`src/rtl/fifo_dp_ram_ctrl_if.sv`:
```
// Push/pop handshake bundle for fifo_dp_ram_ctrl.
// master: the producer/consumer side; slave: the FIFO controller.
interface fifo_dp_ram_ctrl_if #(
  parameter int unsigned D_W = 8
);
  logic           wr_valid;
  logic           wr_ready;
  logic [D_W-1:0] wr_data;
  logic           rd_valid;
  logic           rd_ready;
  logic [D_W-1:0] rd_data;

  modport master (
    output wr_valid, wr_data, rd_ready,
    input  wr_ready, rd_valid, rd_data
  );

  modport slave (
    input  wr_valid, wr_data, rd_ready,
    output wr_ready, rd_valid, rd_data
  );
endinterface

```
`src/rtl/fifo_dp_ram_ctrl.sv`:
```
// FIFO controller around an external dual-port RAM (port A write, port B read).
// A 2-entry output queue hides the RAM's 1-cycle read latency so the pop side
// is first-word-fall-through at one word per clock.
module fifo_dp_ram_ctrl #(
  parameter int unsigned D_W      = 8,
  parameter int unsigned A_W      = 8,
  parameter int unsigned AF_LEVEL = 240,
  parameter int unsigned AE_LEVEL = 16
) (
  input  logic                 clock,
  input  logic                 reset_n,
  input  logic                 flush,
  fifo_dp_ram_ctrl_if.slave    bus,
  output logic [A_W+1:0]       count,
  output logic                 full,
  output logic                 empty,
  output logic                 almost_full,
  output logic                 almost_empty,
  output logic [A_W-1:0]       ram_address_a,
  output logic [D_W-1:0]       ram_data_a,
  output logic                 ram_enable_a,
  output logic                 ram_wren_a,
  output logic [A_W-1:0]       ram_address_b,
  output logic                 ram_enable_b,
  output logic                 ram_wren_b,
  input  logic [D_W-1:0]       ram_q_b
);

  localparam logic [A_W:0] DEPTH = {1'b1, {A_W{1'b0}}};

  logic [A_W-1:0] wptr_q, wptr_d;
  logic [A_W-1:0] rptr_q, rptr_d;
  logic [A_W:0]   mem_cnt_q, mem_cnt_d;
  logic           pend_q, pend_d;
  logic [1:0]     occ_q, occ_d;
  logic [D_W-1:0] oq_q [2];
  logic [D_W-1:0] oq_d [2];

  logic accept, pop, issue;
  logic [2:0] oq_demand;

  // Handshakes, RAM port drive and status flags from registered state
  always_comb begin
    full         = (mem_cnt_q == DEPTH);
    bus.wr_ready = ~full & reset_n & ~flush;
    accept       = bus.wr_valid & bus.wr_ready;

    bus.rd_valid = (occ_q != 2'd0);
    bus.rd_data  = oq_q[0];
    pop          = bus.rd_valid & bus.rd_ready;

    // Slots the output queue will need next cycle if another read launches now
    oq_demand    = 3'(occ_q) + 3'(pend_q) - 3'(pop);
    issue        = (mem_cnt_q != '0) & (oq_demand < 3'd2) & ~flush & reset_n;

    count        = (A_W+2)'(mem_cnt_q) + (A_W+2)'(pend_q) + (A_W+2)'(occ_q);
    empty        = (count == '0);
    almost_full  = (count >= (A_W+2)'(AF_LEVEL));
    almost_empty = (count <= (A_W+2)'(AE_LEVEL));

    ram_enable_a  = accept;
    ram_wren_a    = accept;
    ram_address_a = wptr_q;
    ram_data_a    = bus.wr_data;
    ram_enable_b  = issue;
    ram_wren_b    = 1'b0;
    ram_address_b = rptr_q;
  end

  // Next-state: pointers, RAM occupancy, and output queue shift/fill
  always_comb begin
    wptr_d    = wptr_q + A_W'(accept);
    rptr_d    = rptr_q + A_W'(issue);
    mem_cnt_d = mem_cnt_q + (A_W+1)'(accept) - (A_W+1)'(issue);
    pend_d    = issue;
    oq_d      = oq_q;
    occ_d     = occ_q;
    // Pop shifts first so the returning RAM word lands in the freed tail slot
    if (pop) begin
      oq_d[0] = oq_q[1];
      occ_d   = occ_q - 2'd1;
    end
    if (pend_q) begin
      oq_d[occ_d[0]] = ram_q_b;
      occ_d          = occ_d + 2'd1;
    end
  end

  // Control state; reset and flush both clear it, dropping any in-flight read
  always_ff @(posedge clock) begin
    if (!reset_n || flush) begin
      wptr_q    <= '0;
      rptr_q    <= '0;
      mem_cnt_q <= '0;
      pend_q    <= 1'b0;
      occ_q     <= '0;
    end else begin
      wptr_q    <= wptr_d;
      rptr_q    <= rptr_d;
      mem_cnt_q <= mem_cnt_d;
      pend_q    <= pend_d;
      occ_q     <= occ_d;
    end
  end

  // Output queue data; contents are meaningless while occ_q marks them empty
  always_ff @(posedge clock) begin
    oq_q <= oq_d;
  end

endmodule

```
`src/flat_wrapper.sv`:
```
// flat-port wrapper written by rule: the top's interface ports become plain ports
module fifo_dp_ram_ctrl_flat 
#(
  parameter int unsigned D_W      = 8,
  parameter int unsigned A_W      = 8,
  parameter int unsigned AF_LEVEL = 240,
  parameter int unsigned AE_LEVEL = 16
)
  (clock, reset_n, flush, count, full, empty, almost_full, almost_empty, ram_address_a, ram_data_a, ram_enable_a, ram_wren_a, ram_address_b, ram_enable_b, ram_wren_b, ram_q_b, bus_wr_valid, bus_wr_data, bus_rd_ready, bus_wr_ready, bus_rd_valid, bus_rd_data);
  fifo_dp_ram_ctrl_if #(.D_W(D_W)) bus_i ();
  input  logic clock;
  input  logic reset_n;
  input  logic flush;
  output logic [A_W+1:0] count;
  output logic full;
  output logic empty;
  output logic almost_full;
  output logic almost_empty;
  output logic [A_W-1:0] ram_address_a;
  output logic [D_W-1:0] ram_data_a;
  output logic ram_enable_a;
  output logic ram_wren_a;
  output logic [A_W-1:0] ram_address_b;
  output logic ram_enable_b;
  output logic ram_wren_b;
  input  logic [D_W-1:0] ram_q_b;
  input wire logic [$bits(bus_i.wr_valid)-1:0] bus_wr_valid;
  input wire logic [$bits(bus_i.wr_data)-1:0] bus_wr_data;
  input wire logic [$bits(bus_i.rd_ready)-1:0] bus_rd_ready;
  output wire logic [$bits(bus_i.wr_ready)-1:0] bus_wr_ready;
  output wire logic [$bits(bus_i.rd_valid)-1:0] bus_rd_valid;
  output wire logic [$bits(bus_i.rd_data)-1:0] bus_rd_data;
  assign bus_i.wr_valid = bus_wr_valid;
  assign bus_i.wr_data = bus_wr_data;
  assign bus_i.rd_ready = bus_rd_ready;
  assign bus_wr_ready = bus_i.wr_ready;
  assign bus_rd_valid = bus_i.rd_valid;
  assign bus_rd_data = bus_i.rd_data;
  fifo_dp_ram_ctrl #(.D_W(D_W), .A_W(A_W), .AF_LEVEL(AF_LEVEL), .AE_LEVEL(AE_LEVEL)) u_core (.clock(clock), .reset_n(reset_n), .flush(flush), .bus(bus_i), .count(count), .full(full), .empty(empty), .almost_full(almost_full), .almost_empty(almost_empty), .ram_address_a(ram_address_a), .ram_data_a(ram_data_a), .ram_enable_a(ram_enable_a), .ram_wren_a(ram_wren_a), .ram_address_b(ram_address_b), .ram_enable_b(ram_enable_b), .ram_wren_b(ram_wren_b), .ram_q_b(ram_q_b));
endmodule
```
`config.mk`:
```
export PLATFORM = sky130hd
export DESIGN_NAME = fifo_dp_ram_ctrl_flat
export DESIGN_NICKNAME = d
export VERILOG_FILES = /design/src/rtl/fifo_dp_ram_ctrl_if.sv /design/src/rtl/fifo_dp_ram_ctrl.sv /design/src/flat_wrapper.sv
export SDC_FILE = /design/constraint.sdc
export NUM_CORES = 1
export LEC_CHECK = 0
export CORE_MARGIN = 3
export CORE_UTILIZATION = 44
export CTS_CLUSTER_DIAMETER = 50
export DETAILED_ROUTE_END_ITERATION = 10
export PLACE_DENSITY = 0.76
export SETUP_SLACK_MARGIN = 0.1
export SLEW_MARGIN = 20
export SYNTH_ARGS = -nofsm -noshare
export SYNTH_HDL_FRONTEND = slang
export SYNTH_SLANG_ARGS = --single-unit
```
`constraint.sdc`:
```
create_clock -name clock -period 4.5 [get_ports clock]
set_input_delay 0.9 -clock clock [delete_from_list [all_inputs] [get_ports clock]]
set_output_delay 0.9 -clock clock [all_outputs]
set_load 0.02 [all_outputs]
```
== Word-level counts from Yosys, hierarchy flattened ==
Index checks and enable logic that the tools add are counted.

* Add/sub/neg operators: 10
* Order comparisons: 5
* Eq/ne operators: 1
* Multiplexer cells: 7
* Bitwise gates (word level): 10
* Reduce and logical (&&, ||, !) cells: 6

{| class="wikitable"
|+ Operators by type and width
! kind !! count
|-
| $add 8x1->8 || 2
|-
| $bwmux 16 || 1
|-
| $mux 16 || 1
|-
| $mux 8 || 2
|-
| $add 10x2->10 || 1
|-
| $add 9x1->10 || 1
|-
| $ge 10x8->1 const B || 1
|-
| $le 10x5->1 const B || 1
|-
| $logic_not 10->1 || 1
|-
| $add 9x1->9 || 1
|-
| $eq 9x9->1 const B || 1
|-
| $reduce_bool 9->1 || 1
|-
| $sub 9x1->9 || 1
|-
| $demux 8 s1 || 1
|-
| $and 1x1->1 || 7
|-
| $mux 2 || 2
|-
| $add 2x1->3 || 1
|-
| $lt 3x2->1 const B || 1
|-
| $sub 3x1->3 || 1
|-
| $add 2x1->2 const B || 1
|-
| $ge 2x2->1 const B || 1
|-
| $lt 2x1->1 const B || 1
|-
| $not 1->1 || 2
|-
| $not 1->2 || 1
|-
| 5 further kinds || 5
|}

* Flip-flop bits (word level): 44
* Bits of input ports: 21
* Output and inout port bits: 52
* Word-level logic and storage cells: 46

== Depth between registers and ports, before layout ==
Gate-level depths: netlist (run 1).

* Word-level depth: 10
* Gate-level depth with buffers: 20
* Mapped depth without buffers: 16

== Worst setup path before layout (run 1) ==
Ideal clock, no wire load.

* Kind: register to register
* From: register u_core.occ_q[0]
* To: register u_core.mem_cnt_q[8]
* Setup time: 71 ps
* Arrival: 4258 ps
* Setup slack: 171 ps
* Stages on the path, launching flop included: 21
* Path buffers: 4
* Path through: dfxtp_1 inv_1 clkbuf_1 ha_1 nand2b_1 buf_2 buf_2 nor2_1 o21ai_0 fa_1 and3b_1 o311a_1 buf_2 xor2_1 ha_1 fa_1 a211o_1 nand3_1 a211oi_1 or3_1 a21oi_1

* Word-level cells in the longest chain between the ends: 8
* Elaborated cells between the ends (all ways): 9

{| class="wikitable"
|+ Ends and longest elaborated chain
! element !! line !! RTL
|-
| from (decl) || fifo_dp_ram_ctrl.sv:35 || <nowiki>logic [1:0] occ_q, occ_d;</nowiki>
|-
| from (signal assigned) || fifo_dp_ram_ctrl.sv:96 || <nowiki>occ_q <= '0;</nowiki>
|-
| from (signal assigned) || fifo_dp_ram_ctrl.sv:102 || <nowiki>occ_q <= occ_d;</nowiki>
|-
| branches (longest 2 deep; another with $add 2x1->3) || -- ||
|-
| $sub 3x1->3 (*) || fifo_dp_ram_ctrl.sv:53 || <nowiki>oq_demand = 3'(occ_q) + 3'(pend_q) - 3'(pop);</nowiki>
|-
| $lt 3x2->1 (*) || fifo_dp_ram_ctrl.sv:54 || <nowiki>issue = (mem_cnt_q != '0) & (oq_demand < 3'd2) & ~flush & reset_n;</nowiki>
|-
| $and 1x1->1 (*) (3 in series) || fifo_dp_ram_ctrl.sv:54 ||
|-
| net ram_enable_b || flat_wrapper.sv:24 || <nowiki>output logic ram_enable_b;</nowiki>
|-
| $sub 9x1->9 (*) || fifo_dp_ram_ctrl.sv:74 || <nowiki>mem_cnt_d = mem_cnt_q + (A_W+1)'(accept) - (A_W+1)'(issue);</nowiki>
|-
| to (signal assigned) || fifo_dp_ram_ctrl.sv:100 || <nowiki>mem_cnt_q <= mem_cnt_d;</nowiki>
|-
| to (decl) || fifo_dp_ram_ctrl.sv:33 || <nowiki>logic [A_W:0] mem_cnt_q, mem_cnt_d;</nowiki>
|}

Mark *: on every way through the listed nets, which the timed path passes.
A chain may end at the register's enable or synchronous reset.

== Final worst setup path (run 1) ==
* From: register u_core.pend_q
* To: output port empty

* Word-level cells in the longest chain between the ends: 3

{| class="wikitable"
|+ Ends and longest elaborated chain
! element !! line !! RTL
|-
| from (decl) || fifo_dp_ram_ctrl.sv:34 || <nowiki>logic pend_q, pend_d;</nowiki>
|-
| from (signal assigned) || fifo_dp_ram_ctrl.sv:101 || <nowiki>pend_q <= pend_d;</nowiki>
|-
| $add 9x1->10 || fifo_dp_ram_ctrl.sv:56 || <nowiki>count = (A_W+2)'(mem_cnt_q) + (A_W+2)'(pend_q) + (A_W+2)'(occ_q);</nowiki>
|-
| $add 10x2->10 || fifo_dp_ram_ctrl.sv:56 ||
|-
| $logic_not 10->1 || fifo_dp_ram_ctrl.sv:57 || <nowiki>empty = (count == '0);</nowiki>
|-
| to (decl) || flat_wrapper.sv:16 || <nowiki>output logic empty;</nowiki>
|}

No other way between the ends.

==> summary.md, run 1 <==
| Metric | Value |
|---|---|
| Status | `complete, no violations` |
| Syn Inst Count | `303` |
| Final GP Congestion | `0.7891` |
| Clk slew on worst S/H paths | `0.09 ns` |
| Row cnt | `28` |
| Via count | `2250` |
| Post-Route Utilization | `0.5698` |
| # clock sinks | `44` |
| Setup Viol. Count Final | `0` |
| Mux contribution to synthesized area | `0.003613` |
| Static leakage | `0.001391 uW` |
| Slew Limit Headroom | `0.6545` |
| HP Start | `u_core.ram_address_b[7]$_SDFF_PP0_` |
| Power density over cell area | `588.6 nW/um2` |
| Worst path required time | `3.60 ns` |
| Largest family of logic cells by synthesized area | `simple AND/OR/NAND/NOR gates` |
| Worst path max stage delay | `0.64 ns` |
| Syn_nets | `351` |
| Post-route cell area | `3433 um2` |
| Top_reg_cell synth | `dfxtp_1` |
| Worst-case clock buffer depth | `2` |
| CP endpoint kind | `output port` |
| Number of synthesis warnings | `0` |
| FF+latch area | `962.2 um2` |
| Area of the die | `7284 um2` |
| Crit path top cell by count | `fa_1` |
| Commonest non-fill, non-tap cell in the layout | `clkdlybuf4s50_1` |
| CTS Hold Bufs | `0` |
| Drt pass-1 iters | `4` |
| Fin. Hold Viols | `0` |
| Starting Density | `0.4597` |
| WHS | `0.5294 ns` |
| Detailed Route WL | `6.033 mm` |
| Simple-Gate Fraction of Synth Area | `0.2033` |
| CTS tree | `built` |
| Setup crit start | `u_core.pend_q$_SDFF_PP0_` |
| Synth cell types | `48` |
| Diodes inserted | `0` |
| Setup ws final | `0.2893 ns` |
| Area after DPL | `3269 um2` |
| Initial antenna violation count | `0` |
| Post-synthesis adder-cell area fraction | `0.1328` |
| Peak VDD IR | `0.0002852 V` |
| Nets | `394` |
| Core area | `6026 um2` |
| Yosys reg bits | `44` |
| Pre-CTS setup slack | `-0.004353 ns` |
| Layout cells sized above 1 | `0.08357` |
| XOR/XNOR Fraction of Synth Area | `0.08808` |
| CP max stage cell | `clkdlybuf4s50_1` |
| Post-route ant nets | `0` |
| Via/cell ratio | `5.332` |
| Mapped cell area | `2770 um2` |
| Die extent in y | `85.35 um` |
| Grt ovf | `0` |
| H-Tree Depth | `2` |
| First-pass GRT wire length | `10.36 mm` |
| Area growth, synth to finish | `23.94%` |
| Min-Delay Path Class | `reg -> reg` |
| Reg2Reg Launch Point | `u_core.occ_q[0]$_SDFF_PP0_` |
| Die width | `85.35 um` |
| Compound-gate portion of the synthesized area | `0.1323` |
| Root buffer cell | `clkbuf_8` |
| Vias in the first global route | `2277` |
| Worst-case clock skew | `0.006885 ns` |
| Mapped Avg Cell Area | `9.142 um2` |
| Min Tclk post-route | `4.211 ns` |
| Drt drc | `0` |
| # port buffers | `55` |
| Tcrit/Tclk final | `0.9357` |
| Post-DP HPWL | `4.499 mm` |
| Multi-input combinational cell area | `1555 um2` |
| Fill cells | `563` |
| WP data arrival | `3.31 ns` |
| Async S/R FF share, synth | `0` |
| Crit path cell chain | `clkinvlp_4 -> fa_1 -> inv_1 -> fa_1 -> nand4_1 -> xnor2_1 -> or3_4 -> nor4_4 -> clkdlybuf4s50_1` |
| Total GRT Usage | `0.1736` |
| 1st-iter DRT viols | `61` |
| Total CTS buffers | `5` |
| Fmax | `237.5 MHz` |
| Max Slew Vio Count | `0` |
| Sequential area share after synthesis | `0.3469` |
| WS Path Type | `reg -> out` |
| RSZ-0062 raised after global routing | `yes` |
| Post-synth EDFFs | `8` |
| Worst-Margin Slew | `0.5183 ns` |
| Most frequent cells in the layout | `54 x clkdlybuf4s50_1, 35 x dfxtp_1, 24 x nor2_1` |
| MaxCap Viol Count | `0` |
| Wire length per cell | `14.30 um` |
| Io pins | `73` |
| Worst-skew pair later-pin latency | `0.30 ns` |
| Fin Setup TNS | `0 ns` |
| Largest net degree at the start of global routing | `20` |
| Worst-path fanout max | `6` |
| Worst setup SP type | `register` |
-- synthesized netlist by cell type, types with 3 or more instances --
library cell,number,area [um2]
clkbuf_1,6,22.52
nand4_1,4,25.02
nand3_1,9,45.04
nand2_1,21,78.83
and2_1,8,50.05
inv_1,17,63.81
edfxtp_1,8,240.2
xnor2_1,15,131.4
o21ai_0,7,35.03
dfxtp_1,36,720.7
and3_1,5,31.28
nor2_1,24,90.09
o21a_1,8,60.06
nor3_1,19,95.09
buf_4,19,142.6
or3_1,3,18.77
nand2b_1,5,31.28
ha_1,23,287.8
a21oi_1,7,35.03
xor2_1,11,96.34
fa_1,4,80.08
buf_2,5,25.02
a311oi_1,9,78.83
-- through the flow --
stage	power, uW	cells
after floorplan	1395	303
after detailed placement	1693	409
after global routing	2184	422
final	2021	422
after global placement	1662	409
after CTS	2013	417
-- layer usage --
metal	global-route usage	vias to the layer above	part of all wire	wire, um
li1	-	1118	-	-
met1	0.2084	1064	0.44	2648
met2	0.2959	61	0.50	2996
met3	0.04660	7	0.050	303
met4	0.06475	0	0.014	85
met5	0	-	0	0
-- report_power, final --
part	internal, uW	switching [uW]	leakage [uW]	total [uW]
clock	167	145	0.0000548	313
combinational	557	581	0.000970	1140
sequential	479	91.0	0.000367	570
total	1200	817	0.00139	2020
-- timing repair --
action | CTS | global route
setup buffers | 0 | 5
gates resized for setup | 0 | 5
endpoints found under the setup margin | 0 | 5
-- worst max-delay path, delay by kind of cell (launching register included) --
kind | cells | cell delay (ns)
XOR/XNOR | 1 | 0.17
flip-flops | 1 | 0.43
AND/OR/NAND/NOR | 3 | 0.76
adder cells (fa/ha/maj) | 2 | 0.76
buffers and inverters | 3 | 0.89
-- area by class of cell --
cell class,count,area share
Multi-Input combinational cell,212,0.4530
Clock inverter,3,0.01348
Inverter,17,0.02077
Sequential cell,44,0.2802
Timing Repair Buffer,66,0.1851
Clock buffer,5,0.02004
Tap cell,75,0.02733
-- worst paths after layout --
| check | to | slack [ns] | cells after the start |
|---|---|---|---|
| max reg2reg | u_core.mem_cnt_q[8]$_SDFF_PP0_ | 0.48 | 17 |
| min reg2reg | u_core.ram_address_b[7]$_SDFF_PP0_ | 0.53 | 2 |
| max | empty | 0.29 | 9 |
| min | u_core.ram_address_b[7]$_SDFF_PP0_ | 0.53 | 2 |
-- cell families after synthesis --
kind of cell	Yosys count
simple gates	108
compound gates	48
buf+inv	47
flops	44
fa+ha+maj	27
xor+xnor	27
other cells	1
mux	1
(Power assumes the default switching activity.)
==> run 2: changes to the inputs <==
CELL_PAD_IN_SITES_DETAIL_PLACEMENT = 2   (was default)
CELL_PAD_IN_SITES_GLOBAL_PLACEMENT = 2   (was default)
CORE_UTILIZATION = 26   (was 44)
PLACE_DENSITY = default   (was 0.76)
PLACE_DENSITY_LB_ADDON = 0.1   (was default)
TNS_END_PERCENT = 1   (was default)
==> summary.md, run 2 (same netlist as run 1, synthesis figures left out) <==
| Metric | Value |
|---|---|
| Via/cell ratio | `4.683 (-12%)` |
| Vias in the first global route | `2550 (+12%)` |
| Commonest non-fill, non-tap cell in the layout | `clkdlybuf4s50_1` |
| Worst-case clock buffer depth | `2 (unchanged)` |
| Flop pwr share | `0.276 (-0.006)` |
| Pre-CTS setup slack | `-0.01511 ns (-0.01076 ns)` |
| Worst path max stage delay | `0.49 ns (-0.15 ns)` |
| Slew Limit Headroom | `0.5956 (-0.05895)` |
| Die width | `109.2 um (+28%)` |
| Worst path required time | `4.73 ns (+1.13 ns)` |
| Starting Density | `0.2683 (-0.1914)` |
| Worst-path fanout max | `2 (-4)` |
| Io pins | `73 (unchanged)` |
| Drt drc | `0 (unchanged)` |
| CP max stage cell | `clkdlybuf4s50_1` |
| Min-Delay Path Class | `reg -> reg` |
| Area of the die | `11930 um2 (+64%)` |
| Final GP Congestion | `0.6899 (-13%)` |
| Detailed Route WL | `7.437 mm (+23%)` |
| Total CTS buffers | `5 (unchanged)` |
| Worst-case clock skew | `0.008117 ns (+0.001232 ns)` |
| Combinational fraction of design power | `0.563 (about the same)` |
| CTS tree | `built` |
| Peak VDD IR | `0.0002149 V (-25%)` |
| Status | `complete, no violations` |
| CP endpoint kind | `register` |
| Initial antenna violation count | `0 (unchanged)` |
| Largest net degree at the start of global routing | `20 (unchanged)` |
| Post-CTS Setup Bufs | `0 (unchanged)` |
| Clk slew on worst S/H paths | `0.09 ns (about the same)` |
| Finished Layout Cells | `482 (+14%)` |
| Worst-skew pair later-pin latency | `0.30 ns (about the same)` |
| Nets | `393 (-0.25%)` |
| Crit path top cell by count | `fa_1` |
| Total power draw | `2058 uW (+1.8%)` |
| WS Path Type | `in -> reg` |
| Setup ws final | `0.2650 ns (-0.02434 ns)` |
| RSZ-0062 raised after global routing | `yes` |
| Tcrit/Tclk final | `0.9411 (+0.005410)` |
| Fin. Hold Viols | `0 (unchanged)` |
| Diodes inserted | `0 (unchanged)` |
| Internal | `1216 uW (+1.0%)` |
| Power density over cell area | `588.1 nW/um2 (about the same)` |
| Layout cells sized above 1 | `0.07225 (-0.01132)` |
| Die extent in y | `109.2 um (+28%)` |
| Top cell family by delay on the critical path | `adder cells` |
| Fmax | `236.1 MHz (-0.58%)` |
| Min Tclk post-route | `4.235 ns (+0.02434 ns)` |
| Switching power | `842.4 uW (+3.1%)` |
| Max Slew Vio Count | `0 (unchanged)` |
| Static leakage | `0.001396 uW (+0.36%)` |
| Area growth, synth to finish | `26.33%` |
| Worst-Margin Slew | `0.6067 ns (+0.08842 ns)` |
| Setup Viol. Count Final | `0 (unchanged)` |
| # port buffers | `55 (unchanged)` |
| Clock Power Share | `0.161 (+0.006)` |
| Post-DP HPWL | `5.588 mm (+24%)` |
| Post-route ant nets | `0 (unchanged)` |
| MaxCap Viol Count | `0 (unchanged)` |
| Crit path cell chain | `clkdlybuf4s50_1 -> nor2b_1 -> nor2_1 -> o21ai_0 -> fa_1 -> and3b_1 -> o311a_1 -> xor2_1 -> ha_1 -> fa_1 -> a211o_1 -> nand3_1 -> a211oi_1 -> or3_1 -> a21oi_1` |
| H-Tree Depth | `2 (unchanged)` |
| Worst path bufs/invs | `1 (-2)` |
| First-pass GRT wire length | `12.78 mm (+23%)` |
| Via count | `2257 (+0.31%)` |
| Drt pass-1 iters | `4 (unchanged)` |
| Root buffer cell | `clkbuf_8` |
| 1st-iter DRT viols | `43 (-30%)` |
| WHS | `0.5297 ns (+0.0003180 ns)` |
| Row cnt | `37 (+32%)` |
| Placed instance count | `474 (+16%)` |
| Worst setup SP type | `primary input` |
| Wire length per cell | `15.43 um (+7.9%)` |
| Most frequent cells in the layout | `54 x clkdlybuf4s50_1, 36 x dfxtp_1, 24 x nor2_1` |
| Switching Fraction | `0.4093 (+0.004936)` |
| # clock sinks | `44 (unchanged)` |
| Core area | `10320 um2 (+71%)` |
| WP data arrival | `4.47 ns (+1.16 ns)` |
| Total GRT Usage | `0.1373 (-0.03628)` |
| Grt ovf | `0 (unchanged)` |
-- run 2: metal layers --
metal | part of all wire | wire [um] | up-vias | global-route usage
li1 | - | - | 1108 | -
met1 | 0.49 | 3636 | 1095 | 0.1804
met2 | 0.45 | 3382 | 46 | 0.2263
met3 | 0.043 | 318 | 8 | 0.02901
met4 | 0.013 | 99 | 0 | 0.04096
met5 | 0 | 0 | - | 0
-- run 2: timing repair --
action                     in CTS  in global routing
gates resized for setup         0                  1
hold buffers                    0                  0
setup endpoints to repair       0                  2
-- run 2: path summary, 6_finish.rpt --
path / startpoint / to / slack (ns) / depth (start not counted)
hold reg to reg: u_core.ram_address_b[7]$_SDFF_PP0_ / u_core.ram_address_b[7]$_SDFF_PP0_ / 0.53 / 2
setup / recovery: bus_rd_ready / u_core.mem_cnt_q[8]$_SDFF_PP0_ / 0.26 / 15
setup reg to reg: u_core.occ_q[1]$_SDFF_PP0_ / u_core.mem_cnt_q[8]$_SDFF_PP0_ / 0.54 / 16
hold / removal: u_core.ram_address_b[7]$_SDFF_PP0_ / u_core.ram_address_b[7]$_SDFF_PP0_ / 0.53 / 2
-- run 2: worst register-to-register path, stage by stage, from the launching register on --
cell	delay (ns)
dfxtp_1	0.52
inv_1	0.08
ha_1	0.21
nand2b_1	0.17
nor2_1	0.13
o21ai_0	0.14
fa_1	0.51
and3b_1	0.19
o311a_1	0.22
buf_4	0.17
nand2b_1	0.11
fa_1	0.43
a211o_1	0.34
nand3_1	0.11
a211oi_1	0.08
or3_1	0.33
a21oi_1	0.15
-- run 2: area by class of cell --
type | count | area (um2)
clock inverter | 2 | 38.79
sequential | 44 | 960.9
timing repair buffer | 65 | 628.1
tap | 136 | 170.2
clock buffer | 6 | 82.58
inverter | 17 | 63.81
multi-input combinational | 212 | 1555
fill | 1145 | 6824
-- run 2: power by group through the flow --
| stage | combinational [uW] | clock [uW] | sequential, uW |
|---|---|---|---|
| after CTS | 1190 | 349 | 571 |
| after global routing | 1280 | 360 | 588 |
| after detailed placement | 1180 | 0 | 580 |
| after global placement | 1150 | 0 | 578 |
| final | 1160 | 332 | 567 |
| after floorplan | 847 | 0 | 549 |
-- run 2: metrics by stage --
step,TNS [ns],cell area (um2),util
floorplan,0,2770,-
CTS,0,3497,0.3387
finish,0,3500,0.3390
detailed placement,-0.01511,3376,0.3270
global placement,0,3376,0.3270
global route,0,3500,0.3390
==> run 3: changes to the inputs <==
PLACE_DENSITY = 0.76   (was default)
PLACE_DENSITY_LB_ADDON = default   (was 0.1)
==> summary.md, run 3 (same netlist as run 1, synthesis figures left out) <==
| Metric | Value |
|---|---|
| Status | `complete, no violations` |
| Slew Limit Headroom | `0.5890 (-0.006510)` |
| CTS Hold Bufs | `0 (unchanged)` |
| Worst-case clock buffer depth | `2 (unchanged)` |
| Post-DP HPWL | `5.876 mm (+5.1%)` |
| Area of the die | `11930 um2 (unchanged)` |
| WHS | `0.5240 ns (-0.005716 ns)` |
| Die width | `109.2 um (unchanged)` |
| Fin. Hold Viols | `0 (unchanged)` |
| CP endpoint kind | `output port` |
| Total CTS buffers | `5 (unchanged)` |
| Most frequent cells in the layout | `54 x clkdlybuf4s50_1, 36 x dfxtp_1, 24 x nor2_1` |
| Initial antenna violation count | `0 (unchanged)` |
| Die extent in y | `109.2 um (unchanged)` |
| Total GRT Usage | `0.1365 (-0.0008106)` |
| Detailed Route WL | `7.701 mm (+3.5%)` |
| Final GP Congestion | `0.7358 (+6.7%)` |
| Post-CTS Setup Bufs | `0 (unchanged)` |
| Static leakage | `0.001389 uW (-0.52%)` |
| Drt drc | `0 (unchanged)` |
| Placed instance count | `473 (-0.21%)` |
| Row cnt | `37 (unchanged)` |
| Worst path required time | `3.60 ns (-1.13 ns)` |
| Starting Density | `0.2683 (unchanged)` |
| Tcrit/Tclk final | `0.9389 (-0.002219)` |
| Finished Layout Cells | `481 (-0.21%)` |
| Fmax | `236.7 MHz (+0.24%)` |
| Total power draw | `2036 uW (-1.1%)` |
| Fin Setup TNS | `0 ns (unchanged)` |
| Grt ovf | `0 (unchanged)` |
| Root buffer cell | `clkbuf_8` |
| Max Slew Vio Count | `0 (unchanged)` |
| Via/cell ratio | `4.748 (+1.4%)` |
| Setup Viol. Count Final | `0 (unchanged)` |
| Largest net degree at the start of global routing | `20 (unchanged)` |
| Area growth, synth to finish | `25.88%` |
| # port buffers | `55 (unchanged)` |
| Power density over cell area | `583.8 nW/um2 (-0.73%)` |
| Worst-Margin Slew | `0.6164 ns (+0.009764 ns)` |
| 1st-iter DRT viols | `34 (-21%)` |
| Worst-path fanout max | `6 (+4)` |
| Clk slew on worst S/H paths | `0.09 ns (about the same)` |
| Post-route ant nets | `0 (unchanged)` |
| Io pins | `73 (unchanged)` |
| Peak VDD IR | `0.0001480 V (-31%)` |
| WP data arrival | `3.33 ns (-1.14 ns)` |
| Worst-skew pair later-pin latency | `0.30 ns (about the same)` |
| # clock sinks | `44 (unchanged)` |
| CTS tree | `built` |
| Drt pass-1 iters | `4 (unchanged)` |
| Wire length per cell | `16.01 um (+3.8%)` |
| Core area | `10320 um2 (unchanged)` |
| Min Tclk post-route | `4.225 ns (-0.009987 ns)` |
| Min-Delay Path Class | `reg -> reg` |
| Via count | `2284 (+1.2%)` |
| WS Path Type | `reg -> out` |
| Diodes inserted | `0 (unchanged)` |
| Vias in the first global route | `2537 (-0.51%)` |
| Commonest non-fill, non-tap cell in the layout | `clkdlybuf4s50_1` |
| First-pass GRT wire length | `12.76 mm (-0.16%)` |
| Worst-case clock skew | `0.006977 ns (-0.001140 ns)` |
| Nets | `392 (-0.25%)` |
| MaxCap Viol Count | `0 (unchanged)` |
| Layout cells sized above 1 | `0.06957 (-0.002689)` |
| RSZ-0062 raised after global routing | `yes` |
| Worst setup SP type | `register` |
| H-Tree Depth | `2 (unchanged)` |
run 3: through the flow:
step | setup WS, ns | util | cell area, um2
floorplan | 0.1714 | - | 2770
global placement | 0.09298 | 0.3263 | 3368
detailed placement | 0.03287 | 0.3263 | 3368
CTS | 0.1596 | 0.3375 | 3485
global route | 0.06138 | 0.3378 | 3487
finish | 0.2750 | 0.3378 | 3487
run 3: what timing repair did:
| item | in CTS | in global routing |
|---|---|---|
| endpoints found under the hold margin | 0 | 0 |
| endpoints found under the setup margin | 0 | 4 |
| gates resized for setup | 0 | 1 |
run 3: cell type report:
type,instances,area [um2]
clock buffers,7,107.6
flip-flops and latches,44,960.9
clock inverters,1,8.758
fillers,1164,6837
inverters,17,63.81
multi-input cells,212,1555
repair buffers,64,620.6
well taps,136,170.2
run 3: worst max-delay path, stage by stage (launching register included):
cell	delay (ns)
dfxtp_1	0.45
inv_1	0.12
fa_1	0.46
inv_1	0.11
fa_1	0.32
nand3_1	0.13
xnor2_1	0.17
or3_4	0.42
nor4_4	0.20
clkdlybuf4s50_1	0.64
run 3: metal layers:
| layer | vias to the layer above | GRT usage | routed length [um] |
|---|---|---|---|
| li1 | 1106 | - | - |
| met1 | 1131 | 0.1650 | 3463 |
| met2 | 42 | 0.2447 | 3917 |
| met3 | 5 | 0.02546 | 235 |
| met4 | 0 | 0.04096 | 85 |
| met5 | - | 0 | 0 |
run 3: path summary, 6_finish.rpt:
path	cells past startpoint	startpoint	end	slack, ns
worst max-delay path	9	u_core.pend_q$_SDFF_PP0_	empty	0.27
worst min-delay path	1	u_core.ram_address_b[3]$_SDFF_PP0_	u_core.ram_address_b[3]$_SDFF_PP0_	0.52
worst max register to register	16	u_core.occ_q[1]$_SDFF_PP0_	u_core.mem_cnt_q[8]$_SDFF_PP0_	0.57
worst min register to register	1	u_core.ram_address_b[3]$_SDFF_PP0_	u_core.ram_address_b[3]$_SDFF_PP0_	0.52
run 3: where the power goes:
group / switching (uW) / internal (uW) / leakage, uW / total [uW]
registers: 94.1 / 478 / 0.000366 / 573
logic: 603 / 554 / 0.000963 / 1160
clock network: 147 / 159 / 0.0000596 / 306
